$ cat config.mk
export PLATFORM = sky130hd
export DESIGN_NAME = decode_stage
export DESIGN_NICKNAME = d
export VERILOG_FILES = /design/src/rtl/decode_stage_pkg.sv /design/src/rtl/decode_stage_fwd_select.sv /design/src/rtl/decode_stage.sv
export SDC_FILE = /design/constraint.sdc
export NUM_CORES = 1
export LEC_CHECK = 0
export CAP_MARGIN = 25
export CORE_AREA = 2 2 253 255
export DETAILED_ROUTE_END_ITERATION = 16
export DIE_AREA = 0 0 255 257
export PLACE_DENSITY_LB_ADDON = 0.15
export SYNTH_ARGS = -nofsm -noshare
export SYNTH_HDL_FRONTEND = slang
export SYNTH_SLANG_ARGS = --single-unit
$ cat constraint.sdc
create_clock -name clock -period 2.9 [get_ports clock]
set_input_delay 0.58 -clock clock [delete_from_list [all_inputs] [get_ports clock]]
set_output_delay 0.58 -clock clock [all_outputs]
set_load 0.005 [all_outputs]
$ cat src/rtl/decode_stage_pkg.sv
// Shared encodings for the decode stage: instruction codes, register IDs,
// status codes and the bubble value the D/E register loads on reset or bubble.
package decode_stage_pkg;

    localparam logic [3:0] I_HALT   = 4'h0;
    localparam logic [3:0] I_NOP    = 4'h1;
    localparam logic [3:0] I_RRMOVL = 4'h2;
    localparam logic [3:0] I_IRMOVL = 4'h3;
    localparam logic [3:0] I_RMMOVL = 4'h4;
    localparam logic [3:0] I_MRMOVL = 4'h5;
    localparam logic [3:0] I_OPL    = 4'h6;
    localparam logic [3:0] I_JXX    = 4'h7;
    localparam logic [3:0] I_CALL   = 4'h8;
    localparam logic [3:0] I_RET    = 4'h9;
    localparam logic [3:0] I_PUSHL  = 4'hA;
    localparam logic [3:0] I_POPL   = 4'hB;

    localparam logic [3:0] RNONE = 4'hF;
    localparam logic [3:0] RESP  = 4'h4;

    localparam logic [2:0] S_BUB = 3'd0;
    localparam logic [2:0] S_AOK = 3'd1;
    localparam logic [2:0] S_HLT = 3'd2;
    localparam logic [2:0] S_ADR = 3'd3;
    localparam logic [2:0] S_INS = 3'd4;

    // Control half of the E register; the data words of a bubble are all zero.
    typedef struct packed {
        logic [2:0] stat;
        logic [3:0] icode;
        logic [3:0] ifun;
        logic [3:0] dst_e;
        logic [3:0] dst_m;
        logic [3:0] src_a;
        logic [3:0] src_b;
    } e_ctrl_t;

    localparam e_ctrl_t E_BUBBLE_CTRL = '{
        stat:  S_BUB,
        icode: I_NOP,
        ifun:  4'h0,
        dst_e: RNONE,
        dst_m: RNONE,
        src_a: RNONE,
        src_b: RNONE
    };

endpackage

$ cat src/rtl/decode_stage_fwd_select.sv
// Operand resolution for one source register: five prioritised forward paths
// falling back to the register file, with IDs outside the file reading zero.
module fwd_select #(
    parameter int W    = 32,
    parameter int NREG = 8
) (
    input  logic [3:0]   src,
    input  logic [W-1:0] reg_val,
    input  logic [3:0]   e_dst_e,
    input  logic [W-1:0] e_val_e,
    input  logic [3:0]   m_dst_m,
    input  logic [W-1:0] m_val_m,
    input  logic [3:0]   m_dst_e,
    input  logic [W-1:0] m_val_e,
    input  logic [3:0]   w_dst_m,
    input  logic [W-1:0] w_val_m,
    input  logic [3:0]   w_dst_e,
    input  logic [W-1:0] w_val_e,
    output logic [W-1:0] val
);

    localparam int           NPATH   = 5;
    localparam logic [4:0]   NREG_ID = 5'(NREG);

    logic [3:0]   fwd_dst [NPATH];
    logic [W-1:0] fwd_val [NPATH];
    logic [NPATH-1:0] hit;
    logic src_valid;

    // Index 0 is the youngest result and therefore the highest priority.
    assign fwd_dst[0] = e_dst_e;  assign fwd_val[0] = e_val_e;
    assign fwd_dst[1] = m_dst_m;  assign fwd_val[1] = m_val_m;
    assign fwd_dst[2] = m_dst_e;  assign fwd_val[2] = m_val_e;
    assign fwd_dst[3] = w_dst_m;  assign fwd_val[3] = w_val_m;
    assign fwd_dst[4] = w_dst_e;  assign fwd_val[4] = w_val_e;

    assign src_valid = ({1'b0, src} < NREG_ID);

    generate
        for (genvar gi = 0; gi < NPATH; gi++) begin : g_hit
            assign hit[gi] = src_valid && (fwd_dst[gi] == src);
        end
    endgenerate

    always_comb begin
        val = src_valid ? reg_val : '0;
        for (int i = NPATH - 1; i >= 0; i--) begin
            if (hit[i]) begin
                val = fwd_val[i];
            end
        end
    end

endmodule

$ cat src/rtl/decode_stage.sv
// Decode stage: picks source/destination register IDs, resolves operands with
// forwarding and latches the result into the D/E pipeline register.
module decode_stage
    import decode_stage_pkg::*;
#(
    parameter int W    = 32,
    parameter int NREG = 8
) (
    input  logic         clock,
    input  logic         reset,
    input  logic [2:0]   D_stat,
    input  logic [3:0]   D_icode,
    input  logic [3:0]   D_ifun,
    input  logic [3:0]   D_rA,
    input  logic [3:0]   D_rB,
    input  logic [W-1:0] D_valC,
    input  logic [W-1:0] D_valP,
    input  logic [W-1:0] r0,
    input  logic [W-1:0] r1,
    input  logic [W-1:0] r2,
    input  logic [W-1:0] r3,
    input  logic [W-1:0] r4,
    input  logic [W-1:0] r5,
    input  logic [W-1:0] r6,
    input  logic [W-1:0] r7,
    input  logic [3:0]   e_dstE,
    input  logic [W-1:0] e_valE,
    input  logic [3:0]   M_dstM,
    input  logic [W-1:0] m_valM,
    input  logic [3:0]   M_dstE,
    input  logic [W-1:0] M_valE,
    input  logic [3:0]   W_dstM,
    input  logic [W-1:0] W_valM,
    input  logic [3:0]   W_dstE,
    input  logic [W-1:0] W_valE,
    input  logic         E_stall,
    input  logic         E_bubble,
    output logic [3:0]   d_srcA,
    output logic [3:0]   d_srcB,
    output logic [2:0]   E_stat,
    output logic [3:0]   E_icode,
    output logic [3:0]   E_ifun,
    output logic [W-1:0] E_valC,
    output logic [W-1:0] E_valA,
    output logic [W-1:0] E_valB,
    output logic [3:0]   E_dstE,
    output logic [3:0]   E_dstM,
    output logic [3:0]   E_srcA,
    output logic [3:0]   E_srcB
);

    logic [3:0]   src_a, src_b, dst_e, dst_m;
    logic [W-1:0] reg_file [8];
    logic [W-1:0] fwd_a, fwd_b, val_a;
    e_ctrl_t      ctrl_reg, ctrl_next;
    logic [W-1:0] val_c_reg, val_a_reg, val_b_reg;

    // Register ID selection; unlisted icodes leave every ID at RNONE.
    always_comb begin
        src_a = RNONE;
        src_b = RNONE;
        dst_e = RNONE;
        dst_m = RNONE;
        case (D_icode)
            I_RRMOVL: begin
                src_a = D_rA;
                dst_e = D_rB;
            end
            I_IRMOVL: begin
                dst_e = D_rB;
            end
            I_RMMOVL: begin
                src_a = D_rA;
                src_b = D_rB;
            end
            I_MRMOVL: begin
                src_b = D_rB;
                dst_m = D_rA;
            end
            I_OPL: begin
                src_a = D_rA;
                src_b = D_rB;
                dst_e = D_rB;
            end
            I_CALL: begin
                src_b = RESP;
                dst_e = RESP;
            end
            I_RET: begin
                src_a = RESP;
                src_b = RESP;
                dst_e = RESP;
            end
            I_PUSHL: begin
                src_a = D_rA;
                src_b = RESP;
                dst_e = RESP;
            end
            I_POPL: begin
                src_a = RESP;
                src_b = RESP;
                dst_e = RESP;
                dst_m = D_rA;
            end
            default: begin
                src_a = RNONE;
            end
        endcase
    end

    assign d_srcA = src_a;
    assign d_srcB = src_b;

    assign reg_file[0] = r0;
    assign reg_file[1] = r1;
    assign reg_file[2] = r2;
    assign reg_file[3] = r3;
    assign reg_file[4] = r4;
    assign reg_file[5] = r5;
    assign reg_file[6] = r6;
    assign reg_file[7] = r7;

    // Out-of-range IDs alias into the file here but are zeroed by fwd_select.
    fwd_select #(.W(W), .NREG(NREG)) u_fwd_a (
        .src     (src_a),
        .reg_val (reg_file[src_a[2:0]]),
        .e_dst_e (e_dstE),
        .e_val_e (e_valE),
        .m_dst_m (M_dstM),
        .m_val_m (m_valM),
        .m_dst_e (M_dstE),
        .m_val_e (M_valE),
        .w_dst_m (W_dstM),
        .w_val_m (W_valM),
        .w_dst_e (W_dstE),
        .w_val_e (W_valE),
        .val     (fwd_a)
    );

    fwd_select #(.W(W), .NREG(NREG)) u_fwd_b (
        .src     (src_b),
        .reg_val (reg_file[src_b[2:0]]),
        .e_dst_e (e_dstE),
        .e_val_e (e_valE),
        .m_dst_m (M_dstM),
        .m_val_m (m_valM),
        .m_dst_e (M_dstE),
        .m_val_e (M_valE),
        .w_dst_m (W_dstM),
        .w_val_m (W_valM),
        .w_dst_e (W_dstE),
        .w_val_e (W_valE),
        .val     (fwd_b)
    );

    // CALL and JXX carry the return/fall-through address in valA.
    assign val_a = ((D_icode == I_CALL) || (D_icode == I_JXX)) ? D_valP : fwd_a;

    always_comb begin
        ctrl_next       = E_BUBBLE_CTRL;
        ctrl_next.stat  = D_stat;
        ctrl_next.icode = D_icode;
        ctrl_next.ifun  = D_ifun;
        ctrl_next.dst_e = dst_e;
        ctrl_next.dst_m = dst_m;
        ctrl_next.src_a = src_a;
        ctrl_next.src_b = src_b;
    end

    // Stall takes precedence over bubble.
    always_ff @(posedge clock or negedge reset) begin
        if (!reset) begin
            ctrl_reg  <= E_BUBBLE_CTRL;
            val_c_reg <= '0;
            val_a_reg <= '0;
            val_b_reg <= '0;
        end else if (!E_stall) begin
            if (E_bubble) begin
                ctrl_reg  <= E_BUBBLE_CTRL;
                val_c_reg <= '0;
                val_a_reg <= '0;
                val_b_reg <= '0;
            end else begin
                ctrl_reg  <= ctrl_next;
                val_c_reg <= D_valC;
                val_a_reg <= val_a;
                val_b_reg <= fwd_b;
            end
        end
    end

    assign E_stat  = ctrl_reg.stat;
    assign E_icode = ctrl_reg.icode;
    assign E_ifun  = ctrl_reg.ifun;
    assign E_dstE  = ctrl_reg.dst_e;
    assign E_dstM  = ctrl_reg.dst_m;
    assign E_srcA  = ctrl_reg.src_a;
    assign E_srcB  = ctrl_reg.src_b;
    assign E_valC  = val_c_reg;
    assign E_valA  = val_a_reg;
    assign E_valB  = val_b_reg;

endmodule

==> reports/summary.md, run 1 <==
The fraction of final layout cells with drive strength greater than 1 was 0.203; the signed area change from the synthesized netlist to the final layout was 85.4%. Before antenna repair, the detailed router went through 7 iterations. CTS buffer count: 17. Derived from the worst setup path, the maximum achievable clock frequency is 350 MHz.

The tools report the hold violation count in the final report as 0. The min-delay analysis places its worst path in the category in2async. In this run the standard cell core region covers 62,700 µm².

STA classifies the critical path startpoint as an input port. After synthesis, the mean cell area works out to 7.45 µm². The tools report the number of max-slew violations in the final report as 0. The count of non-filler cells in the finished layout is 3,541. In this run the tool buffered the top-level ports with 653 buffer cells. Clock-pin slew was measured on the worst setup and hold paths at 0.06 ns. The logs give 3,189 for the count of nets after finishing and 0.0106 µW for the leakage power of the design. Ranked by total cell area, the synthesized netlist is headed by sky130_fd_sc_hd__dfrtp_1, sky130_fd_sc_hd__nand2_1, sky130_fd_sc_hd__mux2i_1. The commonest non-fill, non-tap cell in the layout is sky130_fd_sc_hd__clkdlybuf4s50_1. The total number of H-tree levels was 4; the share of Yosys cell area claimed by the top area cell type was 0.191.

The logs give 80,600 µm for the detailed placement HPWL and 3.24 ns for the required time reported for the critical path endpoint. The synthesized netlist occupies a cell area of 13,900 µm². 654 I/O pins were placed. For the pin with the worst max-slew slack, the measured transition is 0.789 ns. The tree built by TritonCTS fans out to 123 sinks.

The floorplan has 92 rows. Before CTS, the worst setup slack after placement is -1.16 ns. The cell count after synthesis came out at 1,868.

For this design the ratio of total power to cell area is 313 nW/µm². Counting flops and latches in the post-synthesis netlist gives 123. Fraction of registers with async set/reset: 1.00. The setup TNS came out at 0 ns. Global routing finished with a remaining overflow of 0.

The height of the chip came out at 257 µm. The area of the die was 65,500 µm². The global-route wire length before repair came out at 146,000 µm.

The run gives 80 as the post-synthesis cell type count. Summing internal, switching and leakage power gives 8070 µW. Measured along the x axis, the die boundary spans 255 µm.

By startpoint and endpoint, the worst setup path is classified as in2reg. The worst path needs 2.86 ns of the cycle, external delays included. For the area of all placed cells without fillers, the log shows 25,800 µm². Once routing completed, OpenROAD measured the worst setup slack at 0.0402 ns.

For the source-to-sink clock delay at the later pin of the worst-skew pair, the log shows 0.47 ns. Starting utilization of the core area: 0.222. Setup violations remaining at the end of the flow were counted as 0.

The number of violations reported at the end of detailed-routing iteration 0 came out at 2,220. The global-route usage over all layers was 0.308; the worst-path maximum fanout was 8. The detail route stage leaves a number of antenna-violating nets equal to 0.

The total vias in the final route is 19.6k, and the largest net degree at the start of global routing is 170. Summing all placed instances gives a cell area of 23,400 µm². Counting every net in the synthesized netlist gives 2,391. After detailed routing, the average wire length per cell comes to 29.7 µm.

For the maximum clock path buffer count, the log shows 2. During synthesis, Yosys emitted a total of 0 warnings. The worst slew margin relative to its limit was 0.474; the maximum ir drop on the vdd rail was 0.000360 V. At the end of routability-driven placement, the weighted congestion stood at 0.983.

The flow ran to the end, and the final reports show no timing, DRC or antenna violations. Across the routed clock network, the largest skew measured is 0 ns. Dividing the detail-routed via count by the number of cells gives 5.55. The logs give 0 for the number of hold buffers added after cts and 105,000 µm for the total routed wirelength.

Clock tree synthesis selected as its root buffer the cell sky130_fd_sc_hd__clkbuf_16. TritonCTS built the clock tree. The synthesized design spends more area on one cell type than any other, namely sky130_fd_sc_hd__dfrtp_1. The number of antenna violations at the first check in global routing was 23; the remaining design rule violation count was 0.

The via count of the first global-routing pass was 19.5k; the number of max-cap violations was 0. Leaving out fill and tap cells, the most frequent cells in the layout are sky130_fd_sc_hd__clkdlybuf4s50_1, sky130_fd_sc_hd__nand2_1, sky130_fd_sc_hd__buf_4. In this run, placement finished with an instance count of 3,439.

The final clock period utilization by the worst path was 0.986. The proportion of synthesized chip area in sequential cells came out at 0.223. The tools report the endpoint kind of the worst setup timing path as a register. At the worst endpoint, the arrival time is 3.20 ns. In this run, synthesis inferred 0 flip-flops with an integrated enable. For this run, the leading register cell type out of synthesis is sky130_fd_sc_hd__dfrtp_1.
[power breakdown]
part | internal, µW | switching, µW
registers | 1880 | 113
logic | 1960 | 1860
clock network | 1220 | 1040
[logic make-up (layout without fill, tap and decap cells)]
group / Yosys count / after routing / synth area share
AOI/OAI and AO/OA: 805 / 808 / 0.420
and+or+nand+nor: 531 / 531 / 0.180
buffers and inverters: 290 / 1098 / 0.0903
DFF: 123 / 123 / 0.223
muxes: 102 / 102 / 0.0763
xor gates and xnor gates: 17 / 17 / 0.0107
other: 0 / 16 / 0
[worst max-delay path: stages]
cell and delay [ns]:
sky130_fd_sc_hd__dlygate4sd2_1 0.26, sky130_fd_sc_hd__buf_6 0.14, sky130_fd_sc_hd__and2_4 0.18, sky130_fd_sc_hd__buf_6 0.13
sky130_fd_sc_hd__o31a_1 0.31, sky130_fd_sc_hd__o211ai_4 0.46, sky130_fd_sc_hd__a21oi_4 0.18, sky130_fd_sc_hd__buf_12 0.18
sky130_fd_sc_hd__clkbuf_16 0.16, sky130_fd_sc_hd__a211o_1 0.31, sky130_fd_sc_hd__o22ai_2 0.21, sky130_fd_sc_hd__o21ai_1 0.09
[what timing repair did]
item | CTS | global route
endpoints found under the setup margin | 72 | 63
pin swaps | 36 | 40
cloned | 13 | 4
hold endpoints to repair | 0 | 0
buffers inserted | 29 | 10
resized for setup | 120 | 94
[path summary, 6_finish.rpt]
path | cells past startpoint | from | end | slack, ns
worst max register to register | 4 | E_valA[31] | E_valA[31] | 1.80
max in group asynchronous | 2 | reset | E_dstM[1] | 1.95
min in group clock | 2 | E_srcB[3] | E_srcB[3] | 0.46
worst min-delay path | 1 | reset | E_valA[10] | 0.08
worst max-delay path | 12 | D_icode[3] | E_valA[4] | 0.04
worst min register to register | 2 | E_srcB[3] | E_srcB[3] | 0.46
[registers in the layout (all words and copies together) (netlist names)]
register / count
E_valA: 32
E_valB: 32
E_valC: 32
E_dstE: 4
E_dstM: 4
E_icode: 4
E_ifun: 4
E_srcA: 4
E_srcB: 4
E_stat: 3
[per-stage QoR]
stage	util	hold slack [ns]
after detailed placement	0.372	0.456
after floorplan	-	0.284
after global routing	0.411	0.142
final	0.411	0.0786
after global placement	0.372	0.454
after CTS	0.401	0.150
[cells in the mapped netlist (all sizes together) (5+ instances only)]
cell	n
and4	5
a21o	62
a211oi	31
clkbuf	147
o31ai	36
a211o	32
and2	33
o22ai	31
nor2b	13
o21ai	182
mux2i	69
a21oi	112
a222oi	31
nor4	5
inv	80
a311o	31
nand2b	48
mux2	33
o211ai	35
dfstp	17
nand2	270
nand3	69
buf	63
nand4	5
a22o	61
nor2	57
o32ai	32
a221oi	67
dfrtp	106
a311oi	31
a31oi	5
xnor2	13
or2	5
[area by class of cell]
class	count	area, µm²
fill	6369	36900
multi-input combinational	1458	10600
timing repair buffer	985	10100
sequential	123	3100
tap	846	1060
clock buffer	17	425
inverter	80	319
clock inverter	15	170
antenna	16	40.0
timing repair inverter	1	8.76
[metal layers]
metal  up-vias  GRT usage  wire [µm]
met5         -          0         48
met4         8     0.0877       2440
met3       142     0.0585       8400
met2      1139      0.501      49400
met1      9648      0.412      45000
li1       8709          -          -
Power figures use the tool's default switching activity.
==> run 2, diff against run 1 <==
--- a/config.mk
+++ b/config.mk
@@ -6,9 +6,9 @@
 export NUM_CORES = 1
 export LEC_CHECK = 0
 export CAP_MARGIN = 25
-export CORE_AREA = 2 2 253 255
+export CORE_AREA = 2 2 257 259
 export DETAILED_ROUTE_END_ITERATION = 16
-export DIE_AREA = 0 0 255 257
+export DIE_AREA = 0 0 259 261
 export PLACE_DENSITY_LB_ADDON = 0.15
 export SYNTH_ARGS = -nofsm -noshare
 export SYNTH_HDL_FRONTEND = slang
==> constraint.sdc (replaced) <==
create_clock -name clock -period 2.6 [get_ports clock]
set_input_delay 0.52 -clock clock [delete_from_list [all_inputs] [get_ports clock]]
set_output_delay 0.52 -clock clock [all_outputs]
set_load 0.1 [all_outputs]
==> reports/summary.md, run 2 (synthesis gave the netlist of run 1 again) <==
The flow ran to the end, but the final reports show violations. The final reports fail on negative setup slack. The hold violation count in the final report came out at 0 (unchanged). The worst slew margin relative to its limit is 0.537 (+0.0630). The detailed placement HPWL was 80,600 µm (about the same).

Number of fill cells in the layout: 6,513 (+2.3%). The maximum ir drop on the vdd rail came out at 0.000343 V (-4.8%). The leakage power of the design is 0.0114 µW (+8.2%), and the width of the die is 259 µm (+1.6%). Buffers plus inverters on the worst setup path: 6 (+1). The tree is rooted in a sky130_fd_sc_hd__clkbuf_16. The tools report the area of all placed cells without fillers as 27,100 µm² (+5.2%).

The average vias per placed instance was 5.52 (-0.44%). The global-route wire length before repair is 145,000 µm (-0.56%), and the worst slack at placement is -1.31 ns (-0.149 ns). Largest net degree at the start of global routing: 119 (-30%). Placed instance count: 3,460 (+0.61%).

Traced cell by cell, the critical path runs through buf_8 > nand2b_4 > o31ai_4 > inv_4 > buf_12 > buf_12 > buf_12 > mux2_4 > a222oi_1 > o21ai_1 > a221oi_2 > buf_4 > o211ai_1. The maximum clock path buffer count is 2 (unchanged), and the total overflow reported by the global router is 0 (unchanged). The run gives 20.1k (+2.2%) as the total vias in the final route. The run gives 4 (unchanged) as the total number of H-tree levels.

The setup violation total in the final timing report came out at 5 (+5). The remaining design rule violation count was 0 (unchanged). The height of the chip is 261 µm (+1.6%), and the remaining number of nets flagged by the antenna check after routing is 0 (unchanged). The final clock period utilization by the worst path is 1.02. The type of the worst min-delay path was in2async. The logs give 106,000 µm (+0.64%) for the total routed wirelength and 65,000 µm² (+3.7%) for the core outline area. For the data arrival time of the worst path, the log shows 2.98 ns (-0.22 ns). The slowest library cell on the worst path was sky130_fd_sc_hd__a222oi_1. Count of input and output buffers: 653 (unchanged). The fraction of final layout cells with drive strength greater than 1 was 0.297 (+0.0938); the worst-margin pin slew was 0.695 ns (-0.0945 ns).

In the layout the commonest cells are sky130_fd_sc_hd__clkdlybuf4s50_1, sky130_fd_sc_hd__buf_4, sky130_fd_sc_hd__nand2_1. The final weighted congestion of routability-driven global placement is 0.948 (-3.5%). The most frequent cell on the critical path was sky130_fd_sc_hd__buf_12.

Setup repair after global routing could not meet its margin everywhere. Global-route met1 utilization: 0.384 (-0.0277). The delay of the slowest critical-path stage was 0.36 ns (-0.10 ns); the CTS buffer count was 17 (unchanged). The clock transition time at the flip-flop clock pins of the worst setup and hold paths is 0.06 ns (about the same).

The run gives -0.0417 ns (-0.0819 ns) as the post-route worst setup slack. The starting utilization of the core area came out at 0.214 (-0.00786). The met3 global-route usage is 0.0738 (+0.0153). The area growth from synthesis to layout is 95.0%.

The number of hold buffers added after cts is 0 (unchanged), and the number of max-slew violations in the final report is 0 (unchanged). The tools report the endpoint kind of the worst setup timing path as a register. Among cell families on the critical path, the largest total delay comes from compound AO/OA/AOI/OAI gates. The global-route usage over all layers came out at 0.294 (-0.0135).

Derived from the worst setup path, the maximum achievable clock frequency is 379 MHz. The run gives 19.8k (+1.5%) as the via count of the first global-routing pass. The element type at the critical path start was an input port. The iteration count of the initial detailed-routing pass was 8 (+1); the number of antenna violations at the first check in global routing was 34 (+48%). For the source-to-sink clock delay at the later pin of the worst-skew pair, the log shows 0.46 ns (about the same).

Path type of the worst setup path: in2reg. The logic depth of the worst path, buffers included was 13 (+1); the total number of placement rows was 94 (+2.2%). The count of nets after finishing was 3,255 (+2.1%); the power density over the cells was 386 nW/µm² (+24%). TritonCTS built the clock tree. For the number of max-cap violations, the log shows 0 (unchanged). The routing layer with the top usage in global route is met2. The worst clock skew was 0 ns (unchanged); the routed length per placed instance was 29.2 µm (-2.0%). The met2 track utilization from global routing is 0.476 (-0.0251), and the length in cells of the worst reg-to-reg path is 4 (unchanged). The count of non-filler cells in the finished layout came out at 3,635 (+2.7%).

The logs give 67,600 µm² (+3.1%) for the area of the die and 654 (unchanged) for the count of pins on the block boundary. The number of violations reported at the end of detailed-routing iteration 0 came out at 2,105 (-5.2%). The CTS sink count was 123 (unchanged). The smallest hold slack was 0.0204 ns (-0.0582 ns); the worst-path maximum fanout was 5 (-3). For the instance area after placement, the log shows 23,300 µm² (-0.47%). The worst path in the final design needs a cycle of 2.64 ns, including I/O delays and setup.

The commonest non-fill, non-tap cell in the layout was sky130_fd_sc_hd__clkdlybuf4s50_1. The run gives 2.94 ns (-0.30 ns) as the required time reported for the critical path endpoint.
-- run 2: routing by layer --
layer,vias to the layer above,wire [µm]
li1,8874,-
met1,9828,44700
met2,1164,49100
met3,189,8850
met4,24,3210
met5,-,149
-- run 2: final cells by class --
cell class | count | area, µm² | share of cell area
inverters | 80 | 312 | 0.0115
clock buffers | 18 | 439 | 0.0162
repair buffers | 1055 | 10800 | 0.399
diodes | 26 | 65.1 | 0.00240
multi-input cells | 1455 | 11200 | 0.413
well taps | 864 | 1080 | 0.0398
clock inverters | 14 | 129 | 0.00475
flip-flops and latches | 123 | 3100 | 0.114
-- run 2: timing repair --
action                                  4_1_cts  5_1_grt
resized for setup                           251      154
endpoints found under the setup margin       72       67
pin swaps                                    87      110
setup buffers                                66       38
cloned                                       12       10
-- run 2: path summary, 6_finish.rpt --
check / start / end / slack, ns
max reg2reg: E_valA[31] / E_valA[31] / 1.34
min: reset / E_valA[13] / 0.02
max: D_icode[3] / E_valB[10] / -0.04
min in group clock: D_rA[1] / E_dstM[1] / 0.37
max in group asynchronous: reset / E_srcA[0] / 1.78
min reg2reg: E_srcA[2] / E_srcA[2] / 0.46
-- run 2: through the flow --
stage               total power (µW)  utilization  TNS (ns)
floorplan                       4900            -     -8.89
global placement                7390        0.358    -70.11
detailed placement              7390        0.358    -71.00
CTS                            10300        0.399   -0.0324
global route                   10900        0.417     -1.05
finish                         10500        0.417    -0.108
-- run 2: report_power, final --
group / switching, µW / total [µW] / internal [µW]
clock network: 1130 / 2410 / 1280
logic: 3490 / 5850 / 2360
registers: 129 / 2220 / 2090
==> run 3, diff against run 2 <==
--- a/config.mk
+++ b/config.mk
@@ -6,10 +6,11 @@
 export NUM_CORES = 1
 export LEC_CHECK = 0
 export CAP_MARGIN = 25
-export CORE_AREA = 2 2 257 259
+export CORE_AREA = 2 2 256 258
 export DETAILED_ROUTE_END_ITERATION = 16
-export DIE_AREA = 0 0 259 261
+export DIE_AREA = 0 0 258 260
 export PLACE_DENSITY_LB_ADDON = 0.15
 export SYNTH_ARGS = -nofsm -noshare
 export SYNTH_HDL_FRONTEND = slang
+export SYNTH_HIERARCHICAL = 1
 export SYNTH_SLANG_ARGS = --single-unit
==> reports/summary.md, run 3 <==
The detailed placement HPWL was 73,400 µm (-8.9%); the synthesis warning total was 6 (+6). STA classifies the critical path startpoint as an input port. The number of violations reported at the end of detailed-routing iteration 0 came out at 1,664 (-21%). The run gives 18.9k (-5.9%) as the total vias in the final route. The logs give 2,361 (-1.3%) for the post-synthesis net count and 0.225 (+0.00276) for the proportion of synthesized chip area in sequential cells.

By count the netlist is led by sky130_fd_sc_hd__nand2_1, sky130_fd_sc_hd__o21ai_0, sky130_fd_sc_hd__a211oi_1, sky130_fd_sc_hd__mux2i_1, sky130_fd_sc_hd__and3_1. The run gives 3,510 (-3.4%) as the count of non-filler cells in the finished layout. Setup repair after global routing could not meet its margin everywhere. The fraction of final layout cells with drive strength greater than 1 came out at 0.304 (+0.00653). The final period demand of the worst path is 2.90 ns (+0.260 ns), and the worst-margin pin slew is 0.761 ns (+0.0660 ns).

Endpoint kind of the worst setup timing path: a register. The worst-path maximum fanout is 7 (+2). Total number of H-tree levels: 4 (unchanged).

The clock transition time at the flip-flop clock pins of the worst setup and hold paths is 0.06 ns (about the same), and the area of all placed cells without fillers is 26,600 µm² (-2.1%). The mean area per synthesized cell was 7.48 µm² (+0.39%). The hold violation count in the final report was 0 (unchanged).

The largest net degree at the start of global routing was 96 (-19%). The library cell used as clock root buffer was sky130_fd_sc_hd__clkbuf_16. The tools report the source-to-sink clock delay at the later pin of the worst-skew pair as 0.49 ns (+0.03 ns). The path type of the worst setup path is in2reg.

The via count of the first global-routing pass is 18.6k (-6.1%). The core outline area was 64,100 µm² (-1.4%). Post-route worst setup slack: -0.302 ns (-0.260 ns). The iteration count of the initial detailed-routing pass is 6 (-2), and the total overflow reported by the global router is 0 (unchanged). For the post-synthesis instance total, the log shows 1,838 (-1.6%). The number of antenna violations at the first check in global routing is 29 (-15%), and the required time reported for the critical path endpoint is 3.00 ns (+0.06 ns).

The register area came out at 3100 µm² (unchanged). The checks that failed: negative setup slack. TritonCTS built the clock tree. The leakage power of the design is 0.0112 µW (-1.8%), and the height of the chip is 260 µm (-0.38%). The average vias per placed instance came out at 5.39 (-2.5%). The maximum ir drop on the vdd rail was 0.000512 V (+49%).

The number of fill cells in the layout came out at 6,398 (-1.8%). For the multi-input logic area, the log shows 11,500 µm² (+2.3%). The count of pins on the block boundary came out at 654 (unchanged). The routed length per placed instance is 28.1 µm (-3.7%), and the starting utilization of the core area is 0.214 (+0.000432). The count of input and output buffers is 653 (unchanged). The tools report the total routed wirelength as 98,500 µm (-7.0%). The run gives 0.414 (-0.00282) as the share of the core filled with cells. Fmax: 345 MHz (-9.0%).

The post-synthesis cell type count was 59 (-26%). The maximum clock path buffer count is 2 (unchanged), and the number of max-cap violations is 0 (unchanged). The remaining number of nets flagged by the antenna check after routing is 0 (unchanged). The tools report the number of max-slew violations in the final report as 0 (unchanged).

The run gives 0 ns (unchanged) as the worst clock skew. Leaving out fill and tap cells, the most frequent cell in the layout is sky130_fd_sc_hd__clkdlybuf4s50_1. The instance area after placement is 22,700 µm² (-2.5%). The area of the die came out at 67,100 µm² (-0.77%). The CTS buffer count was 17 (unchanged); the CTS sink count was 123 (unchanged). The final weighted congestion of routability-driven global placement came out at 0.929 (-2.0%). The logs give 13,700 µm² (-1.2%) for the combined area of all synthesized cells and 3,140 (-3.5%) for the count of nets after finishing. The tools report the setup violation total in the final timing report as 62 (+57). The run gives 0.282 (-0.0129) as the global-route usage over all layers. In the synthesized netlist the dominant register cell turns out to be sky130_fd_sc_hd__dfrtp_1. Yosys instantiated no cell more often than sky130_fd_sc_hd__nand2_1. The run finished, with violations left.

The path class of the tightest hold or removal check is in2reg. For the placed instance count, the log shows 3,393 (-1.9%). The run gives 0.420 ns (+0.400 ns) as the smallest hold slack.

The number of synthesized flops with an enable pin is 0 (unchanged). The share of Yosys cell area claimed by the top area cell type is 0.193 (+0.00236). In the post-synthesis netlist, the biggest area contributors are sky130_fd_sc_hd__dfrtp_1, sky130_fd_sc_hd__mux2i_1, sky130_fd_sc_hd__a211oi_1.

The total number of placement rows was 93 (-1.1%). Relative to the synthesized area, the layout overhead comes to 93.3%. The run gives 0.491 (-0.0459) as the worst slew margin relative to its limit. In the layout the commonest cells are sky130_fd_sc_hd__clkdlybuf4s50_1, sky130_fd_sc_hd__buf_4, sky130_fd_sc_hd__nand2_1.

The data arrival time of the worst path was 3.30 ns (+0.32 ns); the width of the die was 258 µm (-0.39%). The fraction of registers with async set/reset works out to 1.00 (unchanged). The logs give 0 (unchanged) for the remaining design rule violation count and 138,000 µm (-4.9%) for the global-route wire length before repair. The biggest area contributor in the post-synthesis netlist is sky130_fd_sc_hd__dfrtp_1. The power density over the cells came out at 393 nW/µm² (+1.7%). Post-synthesis sequential element count: 123 (unchanged). The final clock period utilization by the worst path came out at 1.12 (+0.100).
run 3: changes by cell type in the layout (fill, tap and decap cells not counted), sizes merged, moves of 33 or more:
cell | before | now
mux2 | 33 | 0
a211oi | 31 | 165
buf | 527 | 444
a221oi | 67 | 32
mux2i | 69 | 133
a22o | 61 | 0
inv | 86 | 23
a21oi | 112 | 56
o31ai | 36 | 1
a21o | 62 | 1
and3 | 0 | 128
run 3: routing by layer:
metal / vias to the layer above / track usage / wire length [µm]
met3: 158 / 0.0548 / 7390
met1: 9224 / 0.372 / 41900
met5: - / 0 / 54
li1: 8475 / - / -
met2: 1038 / 0.457 / 46500
met4: 8 / 0.0962 / 2690
run 3: kinds of logic (layout without fill, tap and decap cells):
logic type | after synthesis | in the layout | share of synthesized area
other | 0 | 25 | 0
DFF | 123 | 123 | 0.225
muxes | 133 | 133 | 0.0968
AOI/OAI and AO/OA | 627 | 627 | 0.311
xor gates and xnor gates | 30 | 30 | 0.0224
and+or+nand+nor | 707 | 707 | 0.261
buffers and inverters | 218 | 1010 | 0.0825
run 3: through the flow:
stage	worst slack, ns	setup TNS (ns)	power (µW)
finish	-0.302	-10.71	10400
detailed placement	-1.48	-71.62	7170
floorplan	-0.964	-51.61	4810
global route	-0.378	-15.62	10800
global placement	-1.46	-70.88	7170
CTS	-0.260	-7.44	10300
run 3: critical path: stages:
cell and delay, ns:
sky130_fd_sc_hd__buf_6 0.09, sky130_fd_sc_hd__o21bai_4 0.16, sky130_fd_sc_hd__or3_4 0.47, sky130_fd_sc_hd__nand2_8 0.16, sky130_fd_sc_hd__buf_4 0.14, sky130_fd_sc_hd__buf_12 0.12, sky130_fd_sc_hd__buf_6 0.13, sky130_fd_sc_hd__a211oi_1 0.09
sky130_fd_sc_hd__nor4_2 0.44, sky130_fd_sc_hd__buf_4 0.19, sky130_fd_sc_hd__a221o_1 0.16, sky130_fd_sc_hd__o211ai_1 0.11, sky130_fd_sc_hd__a31oi_1 0.27, sky130_fd_sc_hd__mux2i_1 0.12, sky130_fd_sc_hd__o21ai_1 0.12
run 3: worst paths after layout:
| path | from | to | slack, ns | cells past startpoint |
|---|---|---|---|---|
| max | D_icode[0] | E_valA[14] | -0.30 | 15 |
| min | E_stall | E_icode[0] | 0.42 | 3 |
| max reg2reg | E_srcB[0] | E_srcB[0] | 1.81 | 2 |
| min reg2reg | E_dstM[2] | E_dstM[2] | 0.47 | 2 |
| max in group asynchronous | reset | E_valB[21] | 1.33 | 3 |
| min in group asynchronous | reset | E_icode[2] | 0.57 | 2 |
run 3: report_power, final:
part | internal (µW) | total, µW | switching [µW]
Sequential | 2080 | 2180 | 96.0
Combinational | 2360 | 5650 | 3290
Clock | 1460 | 2620 | 1160
run 3: layout make-up:
| class | count | area share |
|---|---|---|
| Inverter | 15 | 0.00301 |
| Tap cell | 855 | 0.0403 |
| Clock buffer | 17 | 0.0160 |
| Sequential cell | 123 | 0.117 |
| Antenna cell | 25 | 0.00235 |
| Clock inverter | 15 | 0.00739 |
| Timing Repair Buffer | 962 | 0.383 |
| Timing Repair inverter | 1 | 0.000424 |
| Multi-Input combinational cell | 1497 | 0.431 |
run 3: what timing repair did:
action | CTS | global route
pin swaps | 171 | 115
endpoints found under the setup margin | 72 | 66
hold buffers | 1 | 0
endpoints found under the hold margin | 25 | 0
cloned | 22 | 2
buffers inserted | 48 | 11
resized for setup | 348 | 182
